## config.mk

```make
export PLATFORM = sky130hd
export DESIGN_NAME = palette_ram
export DESIGN_NICKNAME = d
export VERILOG_FILES = /design/src/rtl/palette_ram.sv
export SDC_FILE = /design/constraint.sdc
export NUM_CORES = 1
export LEC_CHECK = 0
export CORE_MARGIN = 10
export CORE_UTILIZATION = 30
export CTS_CLUSTER_DIAMETER = 80
export CTS_CLUSTER_SIZE = 24
export DETAILED_ROUTE_END_ITERATION = 7
export PLACE_DENSITY = 0.46
export SLEW_MARGIN = 10
export SYNTH_ARGS = -nofsm -noshare
export SYNTH_HDL_FRONTEND = slang
export SYNTH_SLANG_ARGS = --single-unit
```

## constraint.sdc

```tcl
create_clock -name clk -period 3.3 [get_ports clk]
set_clock_uncertainty 0.1 [all_clocks]
set_input_delay 0.495 -clock clk [delete_from_list [all_inputs] [get_ports clk]]
set_output_delay 0.495 -clock clk [all_outputs]
set_load 0.02 [all_outputs]
```

## src/rtl/palette_ram.sv

```systemverilog
`default_nettype none
// ============================================================================
// Module   : palette_ram
// Brief    : Palette/line memory with separate write and read ports, a
//            hardware clear sequencer, and a read latency of 1 or 2 cycles.
// Revision : 1.0 - initial release
// ============================================================================
module palette_ram #(
  parameter int                    DEPTH        = 16,
  parameter int                    DATA_WIDTH   = 12,
  parameter int                    ADDR_WIDTH   = 4,
  parameter int                    READ_LATENCY = 1,
  parameter logic [DATA_WIDTH-1:0] INIT_VALUE   = '0
) (
  input  logic                  clk,
  input  logic                  rst,
  input  logic                  clr_req,
  output logic                  busy,
  input  logic                  wr_en,
  input  logic [ADDR_WIDTH-1:0] wr_addr,
  input  logic [DATA_WIDTH-1:0] wr_data,
  output logic                  wr_ready,
  input  logic                  rd_en,
  input  logic [ADDR_WIDTH-1:0] rd_addr,
  output logic [DATA_WIDTH-1:0] rd_data,
  output logic                  rd_valid
);

  localparam logic [ADDR_WIDTH:0]   c_depth = (ADDR_WIDTH+1)'(DEPTH);
  localparam logic [ADDR_WIDTH-1:0] c_last  = ADDR_WIDTH'(DEPTH - 1);

  typedef enum logic [0:0] {
    S_CLEAR = 1'b0,
    S_IDLE  = 1'b1
  } state_e;

  state_e                  state_q, state_d;
  logic [ADDR_WIDTH-1:0]   clr_addr_q, clr_addr_d;

  logic                    w_wr_in_range;
  logic                    w_rd_in_range;
  logic                    w_wr_accept;
  logic                    w_mem_we;
  logic [ADDR_WIDTH-1:0]   w_mem_waddr;
  logic [DATA_WIDTH-1:0]   w_mem_wdata;
  logic [DATA_WIDTH-1:0]   w_rd_value;

  logic [DATA_WIDTH-1:0]   mem [DEPTH];

  logic                    s1_valid_q;
  logic [DATA_WIDTH-1:0]   s1_data_q;

  always_ff @(posedge clk or posedge rst) begin
    if (rst) begin
      state_q    <= S_CLEAR;
      clr_addr_q <= '0;
    end else begin
      state_q    <= state_d;
      clr_addr_q <= clr_addr_d;
    end
  end

  // A clear request restarts the sweep from entry 0 even mid-clear.
  always_comb begin
    state_d    = state_q;
    clr_addr_d = clr_addr_q;
    case (state_q)
      S_CLEAR: begin
        if (clr_req) begin
          clr_addr_d = '0;
        end else if (clr_addr_q == c_last) begin
          state_d    = S_IDLE;
          clr_addr_d = '0;
        end else begin
          clr_addr_d = clr_addr_q + 1'b1;
        end
      end
      S_IDLE: begin
        if (clr_req) begin
          state_d    = S_CLEAR;
          clr_addr_d = '0;
        end
      end
      default: begin
        state_d    = S_CLEAR;
        clr_addr_d = '0;
      end
    endcase
  end

  assign busy     = (state_q == S_CLEAR);
  assign wr_ready = ~busy;

  assign w_wr_in_range = ({1'b0, wr_addr} < c_depth);
  assign w_rd_in_range = ({1'b0, rd_addr} < c_depth);
  assign w_wr_accept   = wr_en & wr_ready & w_wr_in_range;

  assign w_mem_we    = busy | w_wr_accept;
  assign w_mem_waddr = busy ? clr_addr_q : wr_addr;
  assign w_mem_wdata = busy ? INIT_VALUE : wr_data;

  always_ff @(posedge clk) begin
    if (w_mem_we) begin
      mem[w_mem_waddr] <= w_mem_wdata;
    end
  end

  // Reads during a clear report the fill value; same-address writes bypass.
  always_comb begin
    w_rd_value = '0;
    if (!w_rd_in_range) begin
      w_rd_value = '0;
    end else if (busy) begin
      w_rd_value = INIT_VALUE;
    end else if (w_wr_accept && (wr_addr == rd_addr)) begin
      w_rd_value = wr_data;
    end else begin
      w_rd_value = mem[rd_addr];
    end
  end

  always_ff @(posedge clk or posedge rst) begin
    if (rst) begin
      s1_valid_q <= 1'b0;
      s1_data_q  <= '0;
    end else begin
      s1_valid_q <= rd_en;
      if (rd_en) begin
        s1_data_q <= w_rd_value;
      end
    end
  end

  generate
    if (READ_LATENCY == 1) begin : g_lat1
      assign rd_data  = s1_data_q;
      assign rd_valid = s1_valid_q;
    end else begin : g_lat2
      logic                  s2_valid_q;
      logic [DATA_WIDTH-1:0] s2_data_q;

      always_ff @(posedge clk or posedge rst) begin
        if (rst) begin
          s2_valid_q <= 1'b0;
          s2_data_q  <= '0;
        end else begin
          s2_valid_q <= s1_valid_q;
          if (s1_valid_q) begin
            s2_data_q <= s1_data_q;
          end
        end
      end

      assign rd_data  = s2_data_q;
      assign rd_valid = s2_valid_q;
    end
  endgenerate

endmodule
`default_nettype wire
```

## Word level (Yosys, flattened, before mapping)

Memories as Yosys holds them, arrays and structs flattened.
Cells that the tools add are included.

| storage, ports and cells | value |
|---|---|
| flip-flop bits (word level) | 18 |
| memories | 1 |
| bits in writable memories | 192 |
| logic and storage cells | 27 |
| output and inout bits | 15 |

Memory list:

| name | depth | bits a word | rd ports | clocked after memory_dff | write ports | line | RTL |
|---|---|---|---|---|---|---|---|
| mem | 16 | 12 | 1 | 0 | 1 | 48 | `logic [DATA_WIDTH-1:0] mem [DEPTH];` |

| cells by class | value |
|---|---|
| multiplexer cells | 14 |
| add/subtract/negate cells | 1 |
| bitwise logic cells | 3 |
| reduce and logical (&&, ||, !) cells | 1 |
| equal/unequal tests | 3 |

Operator list:

| cell | count |
|---|---|
| $mux 12 | 3 |
| $mux 4 | 4 |
| $pmux 4 s2 | 1 |
| $mux 1 | 5 |
| $add 4x1->4 const B | 1 |
| $eq 4x4->1 | 1 |
| $eq 4x4->1 const B | 1 |
| $ne 2x2->1 const B | 1 |
| $pmux 1 s2 | 1 |
| $and 1x1->1 | 1 |
| $logic_and 1x1->1 | 1 |
| $not 1->1 | 1 |
| $or 1x1->1 | 1 |

## Logic depth before layout (Yosys ltp)

Gate-level depths: netlist of run 1.

| depth | value |
|---|---|
| depth in word-level cells | 4 |
| depth in mapped cells | 7 |
| gate-level depth less buffers | 4 |

## Worst setup path before layout of run 1

Ideal clock, no wire load.

| timing path | value |
|---|---|
| kind | flip-flop to flip-flop |
| start | register state_q, in the netlist wr_ready |
| end | memory mem[1][0] (enable) |
| clock period less this slack | 2363 ps |
| arrival | 1882 ps |
| path slack | 937 ps |
| cell stages (with the launch flop) | 5 |
| required time | 2820 ps |
| library setup time | 380 ps |
| cell sequence | dfrtp_1 > clkbuf_1 > inv_1 > o32a_1 > nor2_1 |

| between the ends | value |
|---|---|
| cells in the longest elaborated chain, start to end | 4 |

RTL lines:

| element | line | RTL |
|---|---|---|
| from (decl) | 37 | `state_e state_q, state_d;` |
| from (signal assigned) | 58 | `state_q <= state_d;` |
| $not 1->1 | - |  |
| net busy | 18 | `output logic busy,` |
| $or 1x1->1 | 98 | `assign w_mem_we = busy \| w_wr_accept;` |
| $mux 1 | 103 | `if (w_mem_we) begin` |
| $mux 1 (not written as such) | 104 | `mem[w_mem_waddr] <= w_mem_wdata;` |
| to (decl) | 48 |  |

The timed path passes the listed nets, and every way through them passes these cells.

## Final worst setup path of run 1

| timing path | value |
|---|---|
| start | register state_q, in the netlist wr_ready |
| end | output port wr_ready |

RTL lines:

| element | line | RTL |
|---|---|---|
| to (decl) | 22 | `output logic wr_ready,` |

No word-level cell between the ends.

==> results of run 1 <==
[layer usage]
metal / vias to the layer above / share of wire [%] / wire length (µm)
met5: - / 0 / 0
met4: 0 / 3.0 / 594
met3: 32 / 5.3 / 1040
met2: 114 / 49 / 9660
met1: 2120 / 42 / 8290
li1: 1821 / - / -
[worst max-delay path by stage]
stage | from | to | slack [ns] | cells after the start
3_5_place_dp | rd_addr[0] | rd_data[7] | 0.74 | 6
5_1_grt | wr_ready | wr_ready | 0.82 | 2
6_report | wr_ready | wr_ready | 0.91 | 2
4_1_cts | wr_ready | wr_ready | 0.87 | 2
2_1_floorplan | wr_ready | mem[1][0] | 0.94 | 4
3_3_place_gp | rd_addr[0] | rd_data[7] | 0.74 | 6
[layout make-up]
type | count | area, µm²
sequential | 210 | 6220
inverter | 3 | 11.3
fill | 2511 | 17500
clock buffer | 13 | 325
timing repair buffer | 67 | 618
tap | 372 | 465
clock inverter | 6 | 43.8
multi-input combinational | 183 | 1930
[report_power, final]
group	total [W]	internal (W)	switching (W)
Sequential	0.00294	0.00292	0.0000175
Combinational	0.000299	0.000134	0.000164
Clock	0.00159	0.000734	0.000855
Total	0.00483	0.00379	0.00104
[metrics by stage]
| step | worst slack, ns | power (W) |
|---|---|---|
| after CTS | 0.867 | 0.00489 |
| after floorplan | 0.937 | 0.00318 |
| final | 0.906 | 0.00483 |
| after detailed placement | 0.744 | 0.00331 |
| after global routing | 0.825 | 0.00500 |
| after global placement | 0.736 | 0.00330 |
[sequential cells by signal, indices dropped and copies added, names as in the netlist]
register,flops
rd_data,12
clr_addr_q,4
rd_valid,1
mem,192
wr_ready,1
[Yosys cell counts, drive strengths merged]
cell type	count	area (µm²)
and4b	1	10.0
a22oi	24	185
a32oi	2	17.5
nand2	14	52.6
o21ai	1	5.00
and2	13	81.3
edfxtp	192	5770
clkbuf	8	30.0
buf	14	109
and3	1	6.26
a221o	12	120
nand2b	1	6.26
nand3	2	10.0
ha	1	12.5
a21oi	4	20.0
inv	3	11.3
xor2	3	26.3
xnor2	2	17.5
o32a	1	10.0
dfrtp	18	450
nor2	27	101
nor3	3	15.0
mux2i	2	20.0
a31oi	5	31.3
nor2b	16	100
mux4	48	1080
[logic make-up after synthesis]
group / after synthesis
muxes: 50
buffers and inverters: 25
adders and majority gates: 1
xor gates and xnor gates: 5
and+or+nand+nor: 78
AOI/OAI and AO/OA: 49
DFF: 210
[worst register-to-register path, cell delays in order (launching register included)]
cell and delay (ns):
dfrtp_1 0.39, buf_4 0.23, nand2b_1 0.19, nor2_1 0.16
a31oi_1 0.12, nor2_1 0.16, buf_4 0.26
==> results.yml, run 1 <==
status:
  status: "finished clean"
placed_design:
  dp_hpwl_um: 12400
  numPortBuffers: 39
  place_inst: 835
  dpl_cell_area_um2: 9240
  routabilityCongestion: 0.749
layout:
  layout_commonest_cell: "edfxtp_1"
  fin_area_um2: 9610
  final_cell_mix: "edfxtp_1 (192), mux4_2 (48), clkdlybuf4s50_1 (37), nor2_1 (27), buf_4 (27)"
  final_cell_count_no_fill: 854
  synthToLayoutAreaGrowth_pct: 15.8
  fin_nets: 504
  fin_util_pct: 35.5
  drive_gt1_share_pct: 20.3
  antenna_cells: 0
worst_setup_path:
  cp_slowest_stage_delay_ns: 0.67
  r2r_start: "wr_ready"
  worstPathRequired_ns: 2.70
  crit_buf_inv: 2
  start_kind: "flop"
  reg2regPathDepth: 6
  crit_type: "reg2out"
  r2r_slack_ns: 1.39
  end_kind: "output pin"
  reg2reg_to: "mem[6][5]"
  crit_chain: "buf_4 -> clkdlybuf4s50_1"
  crit_family: "buffers and inverters"
  critPathSlowestCell: "clkdlybuf4s50_1"
  cp_data_arrival_time_ns: 1.80
  path_max_fanout: 27
synthesis:
  syn-mean-instance-area_um2: 19.8
  synthMuxAreaShare_pct: 13.3
  seq_area_frac_synth_pct: 74.9
  ys_warn_count: 0
  synth_top_family_by_area: "multiplexers"
  synth_area_um2: 8300
  syn-num-nets: 444
  synth_fa_ha_area_share_pct: 0.151
  ys_seq_elements: 210
  synth_compound_area_share_pct: 4.69
  synthSimpleGateAreaFrac_pct: 4.62
  syn-instance-count: 418
  synth_xor_area_share_pct: 0.528
  synthDistinctLibCells: 31
clock_network:
  cts_buffers: 13
  insertion_delay_ns: 0.47
  htree_levels: 1
  clk_pin_slew_ns: 0.10
  ctsRootBufferMaster: "clkbuf_16"
  ctsResizeCount: 0
  cts_tree: "yes"
  holdBufCountCts: 0
  clkSinkCount: 210
  clockBufferDepth: 3
  post-cts-setup-buffer-count: 0
sta:
  hold_viol_final: 0
  worstMarginPinSlew_ns: 0.856
  slew_viol_final: 0
  rsz0062_at_grt: "no"
  holdWs_ns: 0.388
  setup_violations: 0
  max_clock_freq_mhz: 418
  fin_tns_setup_ns: 0
  period_share_pct: 72.5
  period_minus_slack_ns: 2.39
  slew_headroom_pct: 42.9
global_route:
  antenna_found_initial: 0
  grt_max_degree: 29
  grt_pass1_vias: 4375
  use_met1_pct: 14.6
  track_usage_pct: 11.4
  globalRouteOverflowTotal: 0
  grt.busiest_layer: "met2"
  grt_pass1_wl_um: 28900
  grtUsageMet3_pct: 1.75
  grtUsageMet2_pct: 19.0
floorplanning:
  start_util_pct: 30.6
  io_pins: 40
  fp.dieArea_um2: 34700
  chipWidth_um: 186
  fp-row-count: 60
  core_um2: 27100
  die_y_um: 186
detailed_routing:
  num_vias: 4087
  via_per_inst: 4.79
  drt-wirelength-per-cell_um: 22.9
  ant_nets: 0
  drt-total-wl_um: 19600
  dr.first_iter.drc_count: 306
  drtPass1Iterations: 4
  drcViolationCount: 0
pwr:
  irDropWorstVdd_v: 0.000217
  power_density_nw_per_um2: 502
  leakagePower_nw: 3.25
min_path:
  worstHoldPathType: "in2async"
job:
  maxCapViolations: 0
(Power assumes the default switching activity.)
==> run 2, diff against run 1 <==
clock period = 2.4 ns   (was 3.3 ns; I/O delays follow)
==> results.yml, run 2 (synthesis results as in run 1) <==
layout:
  fin_util_pct: 36.4
  layout_commonest_cell: "edfxtp_1"
  fin_nets: 510
  largest_reg_flops: 192
  drive_gt1_share_pct: 21.1
  final_cell_mix: "edfxtp_1 (192), mux4_2 (48), clkdlybuf4s50_1 (37), nor2_1 (27), a22oi_1 (23)"
  regMostFlops: "mem"
  nFillCells: 2485
  antenna_cells: 0
  synthToLayoutAreaGrowth_pct: 18.9
sta:
  worstMarginPinSlew_ns: 0.837
  period_share_pct: 94.2
  slew_headroom_pct: 44.1
  max_clock_freq_mhz: 442
  slew_viol_final: 0
  setup_violations: 0
  hold_viol_final: 0
  fin_tns_setup_ns: 0
  period_minus_slack_ns: 2.26
  rsz0062_at_grt: "no"
global_route:
  antenna_found_initial: 0
  globalRouteOverflowTotal: 0
  grt_pass1_wl_um: 30100
  track_usage_pct: 11.8
  grt_max_degree: 39
  grt_pass1_vias: 4605
clock_network:
  cts_buffers: 13
  ctsRootBufferMaster: "clkbuf_16"
  holdBufCountCts: 0
  htree_levels: 1
  clk_pin_slew_ns: 0.09
  clkSinkCount: 210
  clockBufferDepth: 3
  insertion_delay_ns: 0.46
  cts_tree: "yes"
  post-cts-setup-buffer-count: 0
detailed_routing:
  dr.first_iter.drc_count: 340
  drt-wirelength-per-cell_um: 23.3
  drcViolationCount: 0
  drt-total-wl_um: 20100
  drtPass1Iterations: 4
  via_per_inst: 4.87
  ant_nets: 0
  num_vias: 4196
worst_setup_path:
  cp_slowest_stage_delay_ns: 0.63
  r2r_slack_ns: 0.44
  path_max_fanout: 13
  critPathSlowestCell: "clkdlybuf4s50_1"
  worstPathRequired_ns: 1.94
  start_kind: "flop"
  critPathLaunch: "wr_ready"
  crit_chain: "inv_2 -> clkdlybuf4s50_1"
  r2r_start: "wr_ready"
  crit_type: "reg2out"
  cp_data_arrival_time_ns: 1.80
  end_kind: "output pin"
placed_design:
  dp_hpwl_um: 12800
  numPortBuffers: 39
  routabilityCongestion: 0.783
floorplanning:
  fp-row-count: 60
  io_pins: 40
  start_util_pct: 30.6
  fp.dieArea_um2: 34700
  core_um2: 27100
  chipWidth_um: 186
  die_y_um: 186
pwr:
  clockPowerShare_pct: 33.8
  seq_power_share_pct: 59.6
  p_int_w: 0.00536
  power_density_nw_per_um2: 688
  leakagePower_nw: 3.35
  irDropWorstVdd_v: 0.000416
  p_comb_share_pct: 6.6
  swShare_pct: 21.0
  switching_power_w: 0.00143
job:
  maxCapViolations: 0
min_path:
  worstHoldPathType: "in2async"
status:
  status: "finished clean"
run 2: cell types whose count changed in the layout (fill, tap and decap cells not counted), sizes merged:
cell      delta
buf          +6
clkbuf       +2
clkinvlp     -3
inv          +1
bufinv       +1
run 2: final cells by class:
class | instances | area [µm²] | area share (%)
Clock buffer | 15 | 333 | 3.37
Clock inverter | 5 | 61.3 | 0.621
Inverter | 3 | 11.3 | 0.114
Multi-Input combinational cell | 183 | 1930 | 19.6
Sequential cell | 210 | 6220 | 63.0
Tap cell | 372 | 465 | 4.72
Timing Repair Buffer | 73 | 851 | 8.62
run 2: per-stage QoR:
stage	power, W	setup slack [ns]	hold WS [ns]	cells	area, µm²
2_1_floorplan	0.00437	0.0373	0.199	418	8300
3_3_place_gp	0.00458	0.186	0.502	841	9470
3_5_place_dp	0.00459	0.177	0.510	841	9470
4_1_cts	0.00688	0.0476	0.271	861	9870
5_1_grt	0.00705	0.0297	0.313	861	9870
6_report	0.00679	0.139	0.261	861	9870
run 2: worst paths after layout:
path | cells past startpoint | to
worst max-delay path | 2 | busy
worst min-delay path | 2 | rd_valid
worst max register to register | 4 | mem[5][6]
worst min register to register | 2 | rd_data[8]
max in group asynchronous | 2 | rd_data[5]
min in group clk | 2 | rd_data[8]
run 2: power by group through the flow:
stage          Sequential [W]  Combinational, W  Clock [W]
6_report              0.00404          0.000450    0.00230
5_1_grt               0.00405          0.000488    0.00252
4_1_cts               0.00404          0.000464    0.00237
3_5_place_dp          0.00413          0.000463          0
3_3_place_gp          0.00412          0.000459          0
2_1_floorplan         0.00412          0.000252          0
run 2: metal layers:
layer / track usage (%) / part of all wire (%) / up-vias
met3: 1.75 / 5.1 / 18
met5: 0 / 0 / -
met4: 2.93 / 1.4 / 0
met1: 15.0 / 42 / 2240
met2: 20.6 / 51 / 111
li1: - / - / 1827
run 2: critical path, delay by kind of cell, from the launching register on:
family	cells	cell delay [ns]
buffers and inverters	2	0.81
flip-flops	1	0.52
run 2: timing repair:
item                                    CTS  global route
hold endpoints to repair                  0             0
resized for setup                         0             1
endpoints found under the setup margin    0             1
